**src/rtl/rf_black_widow_mem_issue_sched_if.sv**
```systemverilog
// Request payload type and the handshake bundle between the scheduler, the
// store/memory request queue, the load-miss requester and the data-memory port.
// master: scheduler side; slave: queue/load/memory environment side.
// Optional perf counter signals exist only when MEMQ_SCHED_PERF_EN is defined.
package rf_black_widow_mem_pkg;
    typedef struct packed {
        logic [7:0]  tid;
        logic        we;
        logic [31:0] addr;
        logic [31:0] wdata;
    } MemoryRequest;
endpackage

interface rf_black_widow_mem_issue_sched_if;
    import rf_black_widow_mem_pkg::*;

    logic         q_valid;
    MemoryRequest q_i;
    logic         q_rd;
    logic         ld_req;
    MemoryRequest ld_i;
    logic         ld_ack;
    logic         m_req;
    MemoryRequest m_o;
    logic         m_ack;
    logic         m_rty;
    logic         busy;
    logic         err;
    logic [7:0]   err_tid;
    logic         err_clr;
`ifdef MEMQ_SCHED_PERF_EN
    logic [31:0]  perf_q_cnt;
    logic [31:0]  perf_ld_cnt;
    logic [31:0]  perf_rty_cnt;
`endif

    modport master (
        input  q_valid, q_i, ld_req, ld_i, m_ack, m_rty, err_clr,
        output q_rd, ld_ack, m_req, m_o, busy, err, err_tid
`ifdef MEMQ_SCHED_PERF_EN
        , output perf_q_cnt, perf_ld_cnt, perf_rty_cnt
`endif
    );

    modport slave (
        output q_valid, q_i, ld_req, ld_i, m_ack, m_rty, err_clr,
        input  q_rd, ld_ack, m_req, m_o, busy, err, err_tid
`ifdef MEMQ_SCHED_PERF_EN
        , input perf_q_cnt, perf_ld_cnt, perf_rty_cnt
`endif
    );
endinterface

```
**src/rtl/rf_black_widow_mem_issue_sched.sv**
```systemverilog
// Issue scheduler: arbitrates queue head vs load-miss requester onto the data-memory port.
// Latency: grant->m_req 1 cycle, m_ack->q_rd/ld_ack 1 cycle, back-to-back grants every 3 cycles.
// Backpressure: m_rty backs off RTY_DLY cycles (max MAX_RTY retries), TMO_CYC cycles without answer aborts.
// Ports: clk, rst_n (synchronous, active-low), bus (master modport: queue q_valid/q_i/q_rd,
//   load ld_req/ld_i/ld_ack, memory m_req/m_o/m_ack/m_rty, status busy/err/err_tid/err_clr).
// Optional: define MEMQ_SCHED_PERF_EN for perf_q_cnt/perf_ld_cnt/perf_rty_cnt counters.
module rf_black_widow_mem_issue_sched #(
    parameter int STARVE_LIM = 4,
    parameter int RTY_DLY    = 3,
    parameter int MAX_RTY    = 7,
    parameter int TMO_CYC    = 255
) (
    input logic clk,
    input logic rst_n,
    rf_black_widow_mem_issue_sched_if.master bus
);
    import rf_black_widow_mem_pkg::*;

    localparam int SW = $clog2(STARVE_LIM + 1);
    localparam int RW = $clog2(MAX_RTY + 1);
    localparam int TW = $clog2(TMO_CYC + 1);
    localparam int DW = (RTY_DLY > 0) ? $clog2(RTY_DLY + 1) : 1;
    localparam logic [SW-1:0] STARVE_MAX = SW'(STARVE_LIM);
    localparam logic [RW-1:0] RTY_MAX    = RW'(MAX_RTY);
    localparam logic [TW-1:0] TMO_MAX    = TW'(TMO_CYC);
    localparam logic [DW-1:0] DLY_INIT   = DW'(RTY_DLY);

    typedef enum logic [1:0] {IDLE, ISSUE, RETRY, DONE} state_t;

    state_t       state, state_nxt;
    logic         src_ld;
    logic [SW-1:0] starve_cnt;
    logic [RW-1:0] rty_cnt;
    logic [TW-1:0] tmo_cnt;
    logic [DW-1:0] dly;
    logic         m_req;
    MemoryRequest m_o;
    logic         err;
    logic [7:0]   err_tid;

    logic grant_ld, grant_q, do_retry, do_abort, do_reissue, tmo_inc, rty_evt;
    logic q_rd, ld_ack;

    always_ff @(posedge clk) begin
        if (!rst_n) state <= IDLE;
        else        state <= state_nxt;
    end

    always_comb begin
        state_nxt  = state;
        grant_ld   = 1'b0;
        grant_q    = 1'b0;
        do_retry   = 1'b0;
        do_abort   = 1'b0;
        do_reissue = 1'b0;
        tmo_inc    = 1'b0;
        rty_evt    = 1'b0;
        q_rd       = 1'b0;
        ld_ack     = 1'b0;
        case (state)
            IDLE: begin
                // Loads win unless a queue entry has waited through STARVE_LIM load grants.
                if (bus.ld_req && (!bus.q_valid || starve_cnt < STARVE_MAX)) grant_ld = 1'b1;
                else if (bus.q_valid)                                       grant_q  = 1'b1;
                if (grant_ld || grant_q) state_nxt = ISSUE;
            end
            ISSUE: begin
                if (bus.m_ack) begin
                    state_nxt = DONE;
                end else if (bus.m_rty) begin
                    rty_evt = 1'b1;
                    if (rty_cnt == RTY_MAX) begin
                        do_abort  = 1'b1;
                        state_nxt = DONE;
                    end else begin
                        do_retry  = 1'b1;
                        state_nxt = RETRY;
                    end
                end else if (tmo_cnt == TMO_MAX) begin
                    do_abort  = 1'b1;
                    state_nxt = DONE;
                end else begin
                    tmo_inc = 1'b1;
                end
            end
            RETRY: begin
                // dly counts the remaining idle cycles including this one.
                if (dly <= DW'(1)) begin
                    do_reissue = 1'b1;
                    state_nxt  = ISSUE;
                end
            end
            DONE: begin
                q_rd      = !src_ld;
                ld_ack    = src_ld;
                state_nxt = IDLE;
            end
            default: state_nxt = IDLE;
        endcase
    end

    always_ff @(posedge clk) begin
        if (!rst_n) begin
            src_ld     <= 1'b0;
            starve_cnt <= '0;
            rty_cnt    <= '0;
            tmo_cnt    <= '0;
            dly        <= '0;
            m_req      <= 1'b0;
            m_o        <= '0;
            err        <= 1'b0;
            err_tid    <= '0;
        end else begin
            m_req <= (state_nxt == ISSUE);
            if (grant_ld || grant_q) begin
                m_o     <= grant_ld ? bus.ld_i : bus.q_i;
                src_ld  <= grant_ld;
                rty_cnt <= '0;
                tmo_cnt <= '0;
            end
            if (grant_q)
                starve_cnt <= '0;
            else if (grant_ld && bus.q_valid && starve_cnt < STARVE_MAX)
                starve_cnt <= starve_cnt + SW'(1);
            if (do_retry) begin
                rty_cnt <= rty_cnt + RW'(1);
                dly     <= DLY_INIT;
            end else if (state == RETRY) begin
                dly <= dly - DW'(1);
            end
            if (tmo_inc)    tmo_cnt <= tmo_cnt + TW'(1);
            if (do_reissue) tmo_cnt <= '0;
            if (do_abort) begin
                err     <= 1'b1;
                err_tid <= m_o.tid;
            end else if (bus.err_clr) begin
                err <= 1'b0;
            end
        end
    end

    assign bus.q_rd    = q_rd;
    assign bus.ld_ack  = ld_ack;
    assign bus.m_req   = m_req;
    assign bus.m_o     = m_o;
    assign bus.busy    = (state != IDLE);
    assign bus.err     = err;
    assign bus.err_tid = err_tid;

`ifdef MEMQ_SCHED_PERF_EN
    logic [31:0] perf_q_cnt, perf_ld_cnt, perf_rty_cnt;

    always_ff @(posedge clk) begin
        if (!rst_n) begin
            perf_q_cnt   <= '0;
            perf_ld_cnt  <= '0;
            perf_rty_cnt <= '0;
        end else begin
            if (q_rd)    perf_q_cnt   <= perf_q_cnt + 32'd1;
            if (ld_ack)  perf_ld_cnt  <= perf_ld_cnt + 32'd1;
            if (rty_evt) perf_rty_cnt <= perf_rty_cnt + 32'd1;
        end
    end

    assign bus.perf_q_cnt   = perf_q_cnt;
    assign bus.perf_ld_cnt  = perf_ld_cnt;
    assign bus.perf_rty_cnt = perf_rty_cnt;
`endif
endmodule

```
**src/flat_wrapper.sv**
```systemverilog
// flat-port wrapper written by rule: the top's interface ports become plain ports
module rf_black_widow_mem_issue_sched_flat import rf_black_widow_mem_pkg::*;
#(
    parameter int STARVE_LIM = 4,
    parameter int RTY_DLY    = 3,
    parameter int MAX_RTY    = 7,
    parameter int TMO_CYC    = 255
)
  (clk, rst_n, bus_q_valid, bus_q_i, bus_ld_req, bus_ld_i, bus_m_ack, bus_m_rty, bus_err_clr, bus_q_rd, bus_ld_ack, bus_m_req, bus_m_o, bus_busy, bus_err, bus_err_tid);
  rf_black_widow_mem_issue_sched_if bus_i ();
  input logic clk;
  input logic rst_n;
  input wire logic [$bits(bus_i.q_valid)-1:0] bus_q_valid;
  input wire logic [$bits(bus_i.q_i)-1:0] bus_q_i;
  input wire logic [$bits(bus_i.ld_req)-1:0] bus_ld_req;
  input wire logic [$bits(bus_i.ld_i)-1:0] bus_ld_i;
  input wire logic [$bits(bus_i.m_ack)-1:0] bus_m_ack;
  input wire logic [$bits(bus_i.m_rty)-1:0] bus_m_rty;
  input wire logic [$bits(bus_i.err_clr)-1:0] bus_err_clr;
  output wire logic [$bits(bus_i.q_rd)-1:0] bus_q_rd;
  output wire logic [$bits(bus_i.ld_ack)-1:0] bus_ld_ack;
  output wire logic [$bits(bus_i.m_req)-1:0] bus_m_req;
  output wire logic [$bits(bus_i.m_o)-1:0] bus_m_o;
  output wire logic [$bits(bus_i.busy)-1:0] bus_busy;
  output wire logic [$bits(bus_i.err)-1:0] bus_err;
  output wire logic [$bits(bus_i.err_tid)-1:0] bus_err_tid;
  assign bus_i.q_valid = bus_q_valid;
  assign bus_i.q_i = bus_q_i;
  assign bus_i.ld_req = bus_ld_req;
  assign bus_i.ld_i = bus_ld_i;
  assign bus_i.m_ack = bus_m_ack;
  assign bus_i.m_rty = bus_m_rty;
  assign bus_i.err_clr = bus_err_clr;
  assign bus_q_rd = bus_i.q_rd;
  assign bus_ld_ack = bus_i.ld_ack;
  assign bus_m_req = bus_i.m_req;
  assign bus_m_o = bus_i.m_o;
  assign bus_busy = bus_i.busy;
  assign bus_err = bus_i.err;
  assign bus_err_tid = bus_i.err_tid;
  rf_black_widow_mem_issue_sched #(.STARVE_LIM(STARVE_LIM), .RTY_DLY(RTY_DLY), .MAX_RTY(MAX_RTY), .TMO_CYC(TMO_CYC)) u_core (.clk(clk), .rst_n(rst_n), .bus(bus_i));
endmodule
```
**config.mk**
```make
export PLATFORM = sky130hd
export DESIGN_NAME = rf_black_widow_mem_issue_sched_flat
export DESIGN_NICKNAME = d
export VERILOG_FILES = /design/src/rtl/rf_black_widow_mem_issue_sched_if.sv /design/src/rtl/rf_black_widow_mem_issue_sched.sv /design/src/flat_wrapper.sv
export SDC_FILE = /design/constraint.sdc
export NUM_CORES = 1
export LEC_CHECK = 0
export CAP_MARGIN = 20
export CORE_UTILIZATION = 43
export DETAILED_ROUTE_END_ITERATION = 7
export GPL_TIMING_DRIVEN = 0
export PLACE_DENSITY = 0.91
export SYNTH_ARGS = -nofsm -noshare
export SYNTH_HDL_FRONTEND = slang
export SYNTH_SLANG_ARGS = --single-unit
```
**constraint.sdc**
```tcl
create_clock -name clk -period 3.66 [get_ports clk]
set_clock_uncertainty 0.15 [all_clocks]
set_input_delay 1.098 -clock clk [delete_from_list [all_inputs] [get_ports clk]]
set_output_delay 1.098 -clock clk [all_outputs]
set_load 0.01 [all_outputs]
```
### Word level (Yosys, flattened, before mapping)

Cells that the tools add are included.

| cells by class | value |
|---|---|
| add/subtract/negate cells | 4 |
| magnitude comparators | 2 |
| equal/unequal tests | 6 |
| muxes and demuxes | 40 |
| bitwise gates (word level) | 1 |
| reductions and logical operators | 16 |

Operators by type and width:

| cell | count |
|---|---|
| 73-bit 2-to-1 mux | 1 |
| 1-bit 2-to-1 mux | 27 |
| 8-bit 2-to-1 mux | 2 |
| 2-bit 2-to-1 mux | 7 |
| 2-bit nonzero test | 5 |
| 8-bit by 1-bit adder with 8-bit output (second input constant) | 1 |
| 8-bit == test (second input constant) | 1 |
| 2-bit case mux with 4 select lines | 1 |
| 3-bit by 1-bit adder with 3-bit output (second input constant) | 2 |
| 3-bit 2-to-1 mux | 2 |
| 2-bit by 1-bit == test with 1-bit output (second input constant) | 2 |
| 2-bit == test (second input constant) | 2 |
| 2-bit OR reduction | 2 |
| 3-bit == test (second input constant) | 1 |
| 1-bit logical AND | 3 |
| 1-bit logical OR | 3 |
| 3-bit less-than comparator (second input constant) | 1 |
| 2-bit by 1-bit <= comparator with 1-bit output (second input constant) | 1 |
| 1-bit zero test | 2 |
| 2-bit zero test | 1 |
| 2-bit by 1-bit subtractor with 2-bit output (second input constant) | 1 |
| 1-bit inverter | 1 |

| word-level totals | value |
|---|---|
| flip-flop bits (word level) | 102 |
| logic and storage cells | 82 |

### Longest topological paths before layout

Gate-level depths: netlist of run 1.

| logic depth | value |
|---|---|
| depth after elaboration | 9 |
| mapped depth | 7 |
| depth with buffers taken out | 6 |

### Least setup slack after synthesis of run 1

No wires, ideal clock.

| timing | value |
|---|---|
| path type | input to register |
| start point | input port bus_m_ack |
| end point | register u_core.err_tid[6] (netlist: u_core.bus.err_tid[6]) |
| setup time | 0.132 ns |
| arrival time | 1.982 ns |
| data required time | 3.378 ns |
| setup slack | 1.395 ns |
| stages on the path | 5 |
| path through | nor3b_2 buf_4 clkbuf_1 a21bo_2 a21oi_1 |

| on the way | value |
|---|---|
| word-level cells in the longest chain between the ends | 2 |

RTL lines:

| item | RTL line | source |
|---|---|---|
| start: declaration | flat_wrapper.sv:17 | `input wire logic [$bits(bus_i.m_ack)-1:0] bus_m_ack;` |
| 1-bit 2-to-1 mux | rf_black_widow_mem_issue_sched.sv:68 | `if (bus.m_ack) begin` |
| 1-bit 2-to-1 mux | rf_black_widow_mem_issue_sched.sv:60 | `case (state)` |
| end signal: assignment | rf_black_widow_mem_issue_sched.sv:135 | `err_tid <= m_o.tid;` |
| end: declaration | rf_black_widow_mem_issue_sched.sv:39 | `logic [7:0] err_tid;` |

Every way passes these cells.
A chain may end at the register's enable or synchronous reset.

### Worst setup path after layout of run 1

| timing | value |
|---|---|
| start point | register u_core.state[1] |
| end point | output port bus_busy |

| on the way | value |
|---|---|
| word-level cells in the longest chain between the ends | 1 |

RTL lines:

| item | RTL line | source |
|---|---|---|
| start: declaration | rf_black_widow_mem_issue_sched.sv:30 | `state_t state, state_nxt;` |
| start signal: assignment | rf_black_widow_mem_issue_sched.sv:46 | `else state <= state_nxt;` |
| 2-bit nonzero test | rf_black_widow_mem_issue_sched.sv:146 | `assign bus.busy = (state != IDLE);` |
| end: declaration | flat_wrapper.sv:24 | `output wire logic [$bits(bus_i.busy)-1:0] bus_busy;` |

Every way passes these cells.

==> impl_metrics.ini, run 1 <==
[synthesis]
synth_seq_area_share = 0.441
syn_area_per_cell_um2 = 9.43
synth_cell_type_count = 37
postSynthCellCount = 491
ys_warn_count = 0
synth_nets = 649
synth.ff_latch_count = 102
synthesized_area_mm2 = 0.00463

[clocking]
post_cts_resize_count = 0
cts.repair_timing.setup_buffer_count = 0
clock_tree.htree_level_count = 3
clockBufferDepth = 2
worst_skew_pair.late_latency_ns = 0.35
tritoncts_clock_tree = yes
cts_root_buf = clkbuf_8
cts_buffers = 9
ctsHoldBuffers = 0
tritoncts_num_sinks = 102
cts.clk_slew.worst_paths_ns = 0.10

[power_and_ir_drop]
power_switching_mw = 0.847
seq_power_share = 0.439
combinational_share_of_power = 0.300
worst_ir_drop_vdd_mv = 0.215
internal_power_mw = 2.10
share_clk_of_total_power = 0.261
power_per_cell_area_mw_per_mm2 = 399
switching_share = 0.288
cellLeakagePower_nw = 2.79

[floorplan]
io_pins = 239
core_area_mm2 = 0.0104
number_of_placement_rows = 37
die-height_um = 106
initial_utilization = 0.446
die-width_um = 106
fp.dieArea_mm2 = 0.0112

[route]
viasPerCell = 5.38
route.detailed.drc = 0
routed_wl_mm = 15.2
wl_per_cell_um = 17.2
dr_total_vias = 4727
final_antenna_net_count = 0
detailed_routing_iteration_count_for_the_pre_antenna_repair_pass = 4
drt_iter0_drc = 192

[setup_path]
slowest_stage = clkdlybuf4s50_1
worstPathMaxFanout = 8
timing_worst_setup_path_type = flop to output pin
cp-end-kind = output pin
timing.critical_path.required_ns = 2.41
timing.critical_path.cells = buf_2 > nor2_1 > inv_1 > clkdlybuf4s50_1
timing.critical_path.slowest_cell_delay_ns = 0.51
worst-endpoint-arrival_ns = 1.68
setup.worst_path.start_class = flop

[final_layout]
most_frequent_cells_in_the_layout = 238 x clkdlybuf4s50_1, 102 x dfxtp_1, 84 x nor2_1, 74 x mux2i_1, 74 x a211oi_1
layout.cells.non_filler = 879
antenna_diode_count = 0
layout.cells.most_common = clkdlybuf4s50_1
area_delta_synth_final_pct = 59.6
drive_above_1_share = 0.0659
nNetsFinal = 898

[placed_design]
place_congestion = 0.848
port_buffers = 238
dp_slack_ns = 0.460
hpwlAfterDp_mm = 11.7
numPlacedInstances = 865

[sta]
count_of_final_max_slew_check_failures = 0
final_setup_slack_of_the_worst_path_ns = 0.727
fmax_ghz = 0.341
final_hold_vios = 0
slew-limit-headroom = 0.601
setup_viol = 0
tightestPinTransition_ns = 0.594
finalWorstPathRequiredPeriod_ns = 2.93
grt_setup_unrepaired = no
sum_of_negative_setup_slack_ns = 0
final_cycle_share = 0.801

[global_route]
grt_antenna_before_repair = 0
grt_remaining_overflow = 0
grt_start_max_net_pins = 17
via_count_of_the_first_global_routing_pass = 4912
grt_pass1_wl_mm = 24.1
groute.usage.overall = 0.269

[worst_hold_path]
hold_removal_path_class = flop to flop

[flow_run]
cap_viol_max_count = 0

[status]
status = finished, final reports clean
stage by stage:
step	util	power [mW]	instance area [µm²]	hold slack [ns]
after global placement	0.692	2.17	7180	0.311
after floorplan	-	1.71	4630	0.300
final	0.712	2.95	7390	0.333
after global routing	0.712	3.07	7390	0.352
after CTS	0.712	2.96	7390	0.334
after detailed placement	0.692	2.19	7180	0.320
cells by family after synthesis:
| family | after synthesis | share of synthesized area |
|---|---|---|
| simple gates | 140 | 0.137 |
| compound gates | 126 | 0.197 |
| flops | 102 | 0.441 |
| mux | 74 | 0.160 |
| buf+inv | 43 | 0.0495 |
| fa+ha+maj | 5 | 0.0135 |
| xor+xnor | 1 | 0.00189 |
metal layers:
layer  up-vias  share of wire  global-route usage
li1       2278              -                   -
met1      2219           0.39               0.306
met5         -              0                   0
met3        39          0.061              0.0618
met2       191           0.52               0.486
met4         0          0.029               0.102
layout make-up:
class / instances / area, µm²
Fill cell: 800 / 2980
Timing Repair Buffer: 238 / 2380
Multi-Input combinational cell: 346 / 2360
Sequential cell: 102 / 2040
Buffer: 38 / 210
Tap cell: 136 / 170
Clock buffer: 9 / 124
Clock inverter: 5 / 83.8
Inverter: 5 / 18.8
final timing paths:
check	startpoint	endpoint	slack, ns	cells after the start
worst min-delay path	u_core.rty_cnt[2]	u_core.rty_cnt[2]	0.33	2
worst min register to register	u_core.rty_cnt[2]	u_core.rty_cnt[2]	0.33	2
worst max-delay path	u_core.state[1]	bus_busy	0.73	4
worst max register to register	u_core.tmo_cnt[0]	u_core.bus.err_tid[7]	1.56	6
state kept, by name (all words and copies together) (netlist names):
name and cells:
u_core.bus.m_o 73, u_core.bus.err_tid 8, u_core.tmo_cnt 8, u_core.rty_cnt 3
u_core.starve_cnt 3, u_core.dly 2, u_core.state 2, u_core.bus.err 1
u_core.bus.m_req 1, u_core.src_ld 1
synthesized netlist by cell type:
library cell	n	area share
buf_2	12	0.013
a31oi_1	1	0.0014
o211ai_2	1	0.0027
or3_1	1	0.0014
o21ai_0	10	0.011
nand2b_1	3	0.0041
and3_1	2	0.0027
xor2_1	1	0.0019
nor2b_1	5	0.0068
a211oi_1	74	0.12
a21oi_1	20	0.022
o31a_1	1	0.0019
nand3_1	22	0.024
nand2_1	10	0.0081
o211a_1	2	0.0043
nor2_1	84	0.068
inv_2	1	0.00081
nand3_2	1	0.0022
nor3b_2	3	0.0081
ha_1	5	0.014
buf_6	6	0.015
o31ai_4	1	0.0046
nand3b_1	1	0.0016
mux2i_1	74	0.16
dfxtp_1	102	0.44
o21ai_1	1	0.0011
a41oi_1	1	0.0019
a22oi_1	1	0.0016
nand4_1	3	0.0041
nor3_1	4	0.0043
inv_1	4	0.0032
buf_4	2	0.0032
a21bo_2	8	0.017
o21a_1	5	0.0081
clkbuf_1	16	0.013
buf_1	2	0.0016
and2_1	1	0.0014
worst max-delay path, delay by kind of cell (launching register included):
kind | cells | cell delay [ns]
AND/OR/NAND/NOR | 1 | 0.27
buffers and inverters | 3 | 0.76
flip-flops | 1 | 0.30
power by group through the flow:
| stage | sequential [mW] | clock, mW | combinational (mW) |
|---|---|---|---|
| 2_1_floorplan | 1.35 | 0 | 0.356 |
| 6_report | 1.29 | 0.770 | 0.883 |
| 3_3_place_gp | 1.31 | 0 | 0.855 |
| 5_1_grt | 1.31 | 0.824 | 0.945 |
| 3_5_place_dp | 1.31 | 0 | 0.880 |
| 4_1_cts | 1.29 | 0.785 | 0.885 |
(Power assumes the default switching activity.)
==> run 2, diff against run 1 <==
CORE_UTILIZATION = 40   (was 43)
PLACE_DENSITY = 0.86   (was 0.91)
clock period = 2.8 ns   (was 3.66 ns; I/O delays follow)
==> run 2 against run 1 <==
Hold slack worse by 0.0023 ns. First-iteration DRC count increased by 8.3%. Utilization fell by 3.7 points. Wire length down 0.43%. Die area grew 7.4%. Clock power up 66%. Global-route usage decreased by 2.1 points. Power increased by 40%. Largest cell class unchanged.
==> impl_metrics.ini, run 2 (synthesis gave the netlist of run 1 again) <==
[status]
status = finished, final reports clean

[final_layout]
layout.cells.most_common = clkdlybuf4s50_1
antenna_diode_count = 0
reg_top3 = u_core.bus.m_o x73, u_core.bus.err_tid x8, u_core.tmo_cnt x8
drive_above_1_share = 0.0659
area_delta_synth_final_pct = 61.7
filler_cell_count_in_the_final_layout = 866
nNetsFinal = 898
largest_reg_flops = 73
most_frequent_cells_in_the_layout = 238 x clkdlybuf4s50_1, 102 x dfxtp_1, 84 x nor2_1, 74 x mux2i_1, 74 x a211oi_1
top_register = u_core.bus.m_o

[clocking]
cts.clk_slew.worst_paths_ns = 0.07
cts_buffers = 9
ctsHoldBuffers = 0
tritoncts_num_sinks = 102
post_cts_resize_count = 0
clockBufferDepth = 2
tritoncts_clock_tree = yes
cts.repair_timing.setup_buffer_count = 0
clock_tree.htree_level_count = 3
worst_skew_pair.late_latency_ns = 0.34
cts_root_buf = clkbuf_16

[worst_hold_path]
worstHoldPathCells = 2
worst_hold_startpoint = u_core.rty_cnt[2]
timing.hold.worst_endpoint = u_core.rty_cnt[2]
hold_removal_path_class = flop to flop

[route]
drt_iter0_drc = 208
route.detailed.drc = 0
viasPerCell = 5.33
wl_per_cell_um = 17.1
detailed_routing_iteration_count_for_the_pre_antenna_repair_pass = 4
final_antenna_net_count = 0
routed_wl_mm = 15.1
dr_total_vias = 4713

[sta]
final_hold_vios = 0
tightestPinTransition_ns = 0.595
slew-limit-headroom = 0.601
fmax_ghz = 0.377
grt_setup_unrepaired = no
count_of_final_max_slew_check_failures = 0
hold_slack_ns = 0.330
final_cycle_share = 0.947
finalWorstPathRequiredPeriod_ns = 2.65
setup_viol = 0

[setup_path]
reg2reg_from = u_core.tmo_cnt[0]
worstPathMaxFanout = 8
r2r_end = u_core.bus.err_tid[3]
cp-end-kind = output pin
ff2ff_path_depth = 6
setup.worst_path.start_class = flop
worst-endpoint-arrival_ns = 1.66
timing_worst_setup_path_type = flop to output pin
timing.critical_path.required_ns = 1.81
timing.reg2reg.setup_slack_ns = 0.69

[power_and_ir_drop]
worst_ir_drop_vdd_mv = 0.379
power.total_mw = 4.12
cellLeakagePower_nw = 2.84
power_per_cell_area_mw_per_mm2 = 551

[global_route]
groute.usage.overall = 0.249
grt_remaining_overflow = 0
grt_antenna_before_repair = 0
grt_start_max_net_pins = 16
via_count_of_the_first_global_routing_pass = 4781
grt_pass1_wl_mm = 22.8

[floorplan]
initial_utilization = 0.418
number_of_placement_rows = 38
fp.dieArea_mm2 = 0.0120
core_area_mm2 = 0.0111
die-height_um = 110
io_pins = 239
die-width_um = 110

[flow_run]
cap_viol_max_count = 0

[placed_design]
hpwlAfterDp_mm = 11.7
place_congestion = 0.875
port_buffers = 238
run 2: changes by cell type in the layout (fill, tap and decap cells not counted), sizes merged:
| cell | delta |
|---|---|
| clkinv | +2 |
| clkinvlp | -2 |
| bufinv | -1 |
| inv | -1 |
| clkbuf | +3 |
run 2: report_power, final:
part | internal, mW | total (mW) | switching [mW] | leakage [nW]
clock | 0.738 | 1.28 | 0.539 | 0.149
sequential | 1.60 | 1.70 | 0.0952 | 0.842
combinational | 0.647 | 1.15 | 0.503 | 1.85
total | 2.99 | 4.12 | 1.14 | 2.84
run 2: cell type report:
cell class | count | area, µm² | area share
plain buffers | 38 | 210 | 0.0281
repair buffers | 238 | 2380 | 0.318
multi-input cells | 346 | 2360 | 0.315
clock buffers | 12 | 256 | 0.0343
well taps | 140 | 175 | 0.0234
inverters | 5 | 18.8 | 0.00251
clock inverters | 3 | 43.8 | 0.00585
flip-flops and latches | 102 | 2040 | 0.273
run 2: critical path, cell delays in order (launching register included):
cell and delay, ns:
dfxtp_1 0.29, buf_2 0.16, nor2_1 0.27, inv_1 0.09, clkdlybuf4s50_1 0.51
run 2: metrics by stage:
step,utilization,setup slack (ns),cells,instance area [µm²],setup TNS (ns)
floorplan,-,0.793,491,4630,0
CTS,0.676,0.153,884,7490,0
finish,0.676,0.149,884,7490,0
global route,0.676,0.0645,884,7490,0
global placement,0.649,-0.121,869,7190,-1.68
detailed placement,0.649,-0.140,869,7190,-2.16
run 2: layer usage:
layer / up-vias / global-route usage / part of all wire
li1: 2286 / - / -
met5: - / 0 / 0
met1: 2217 / 0.263 / 0.39
met2: 186 / 0.473 / 0.52
met3: 24 / 0.0622 / 0.062
met4: 0 / 0.0867 / 0.023
run 2: how the worst max path moves through the flow:
| stage | from | end | cells past startpoint |
|---|---|---|---|
| 5_1_grt | rst_n | u_core.bus.err | 5 |
| 2_1_floorplan | bus_m_ack | u_core.bus.err_tid[6] | 5 |
| 4_1_cts | u_core.state[1] | bus_busy | 4 |
| 3_5_place_dp | rst_n | u_core.bus.err | 5 |
| 6_report | u_core.state[1] | bus_busy | 4 |
| 3_3_place_gp | rst_n | u_core.bus.m_o[68] | 5 |
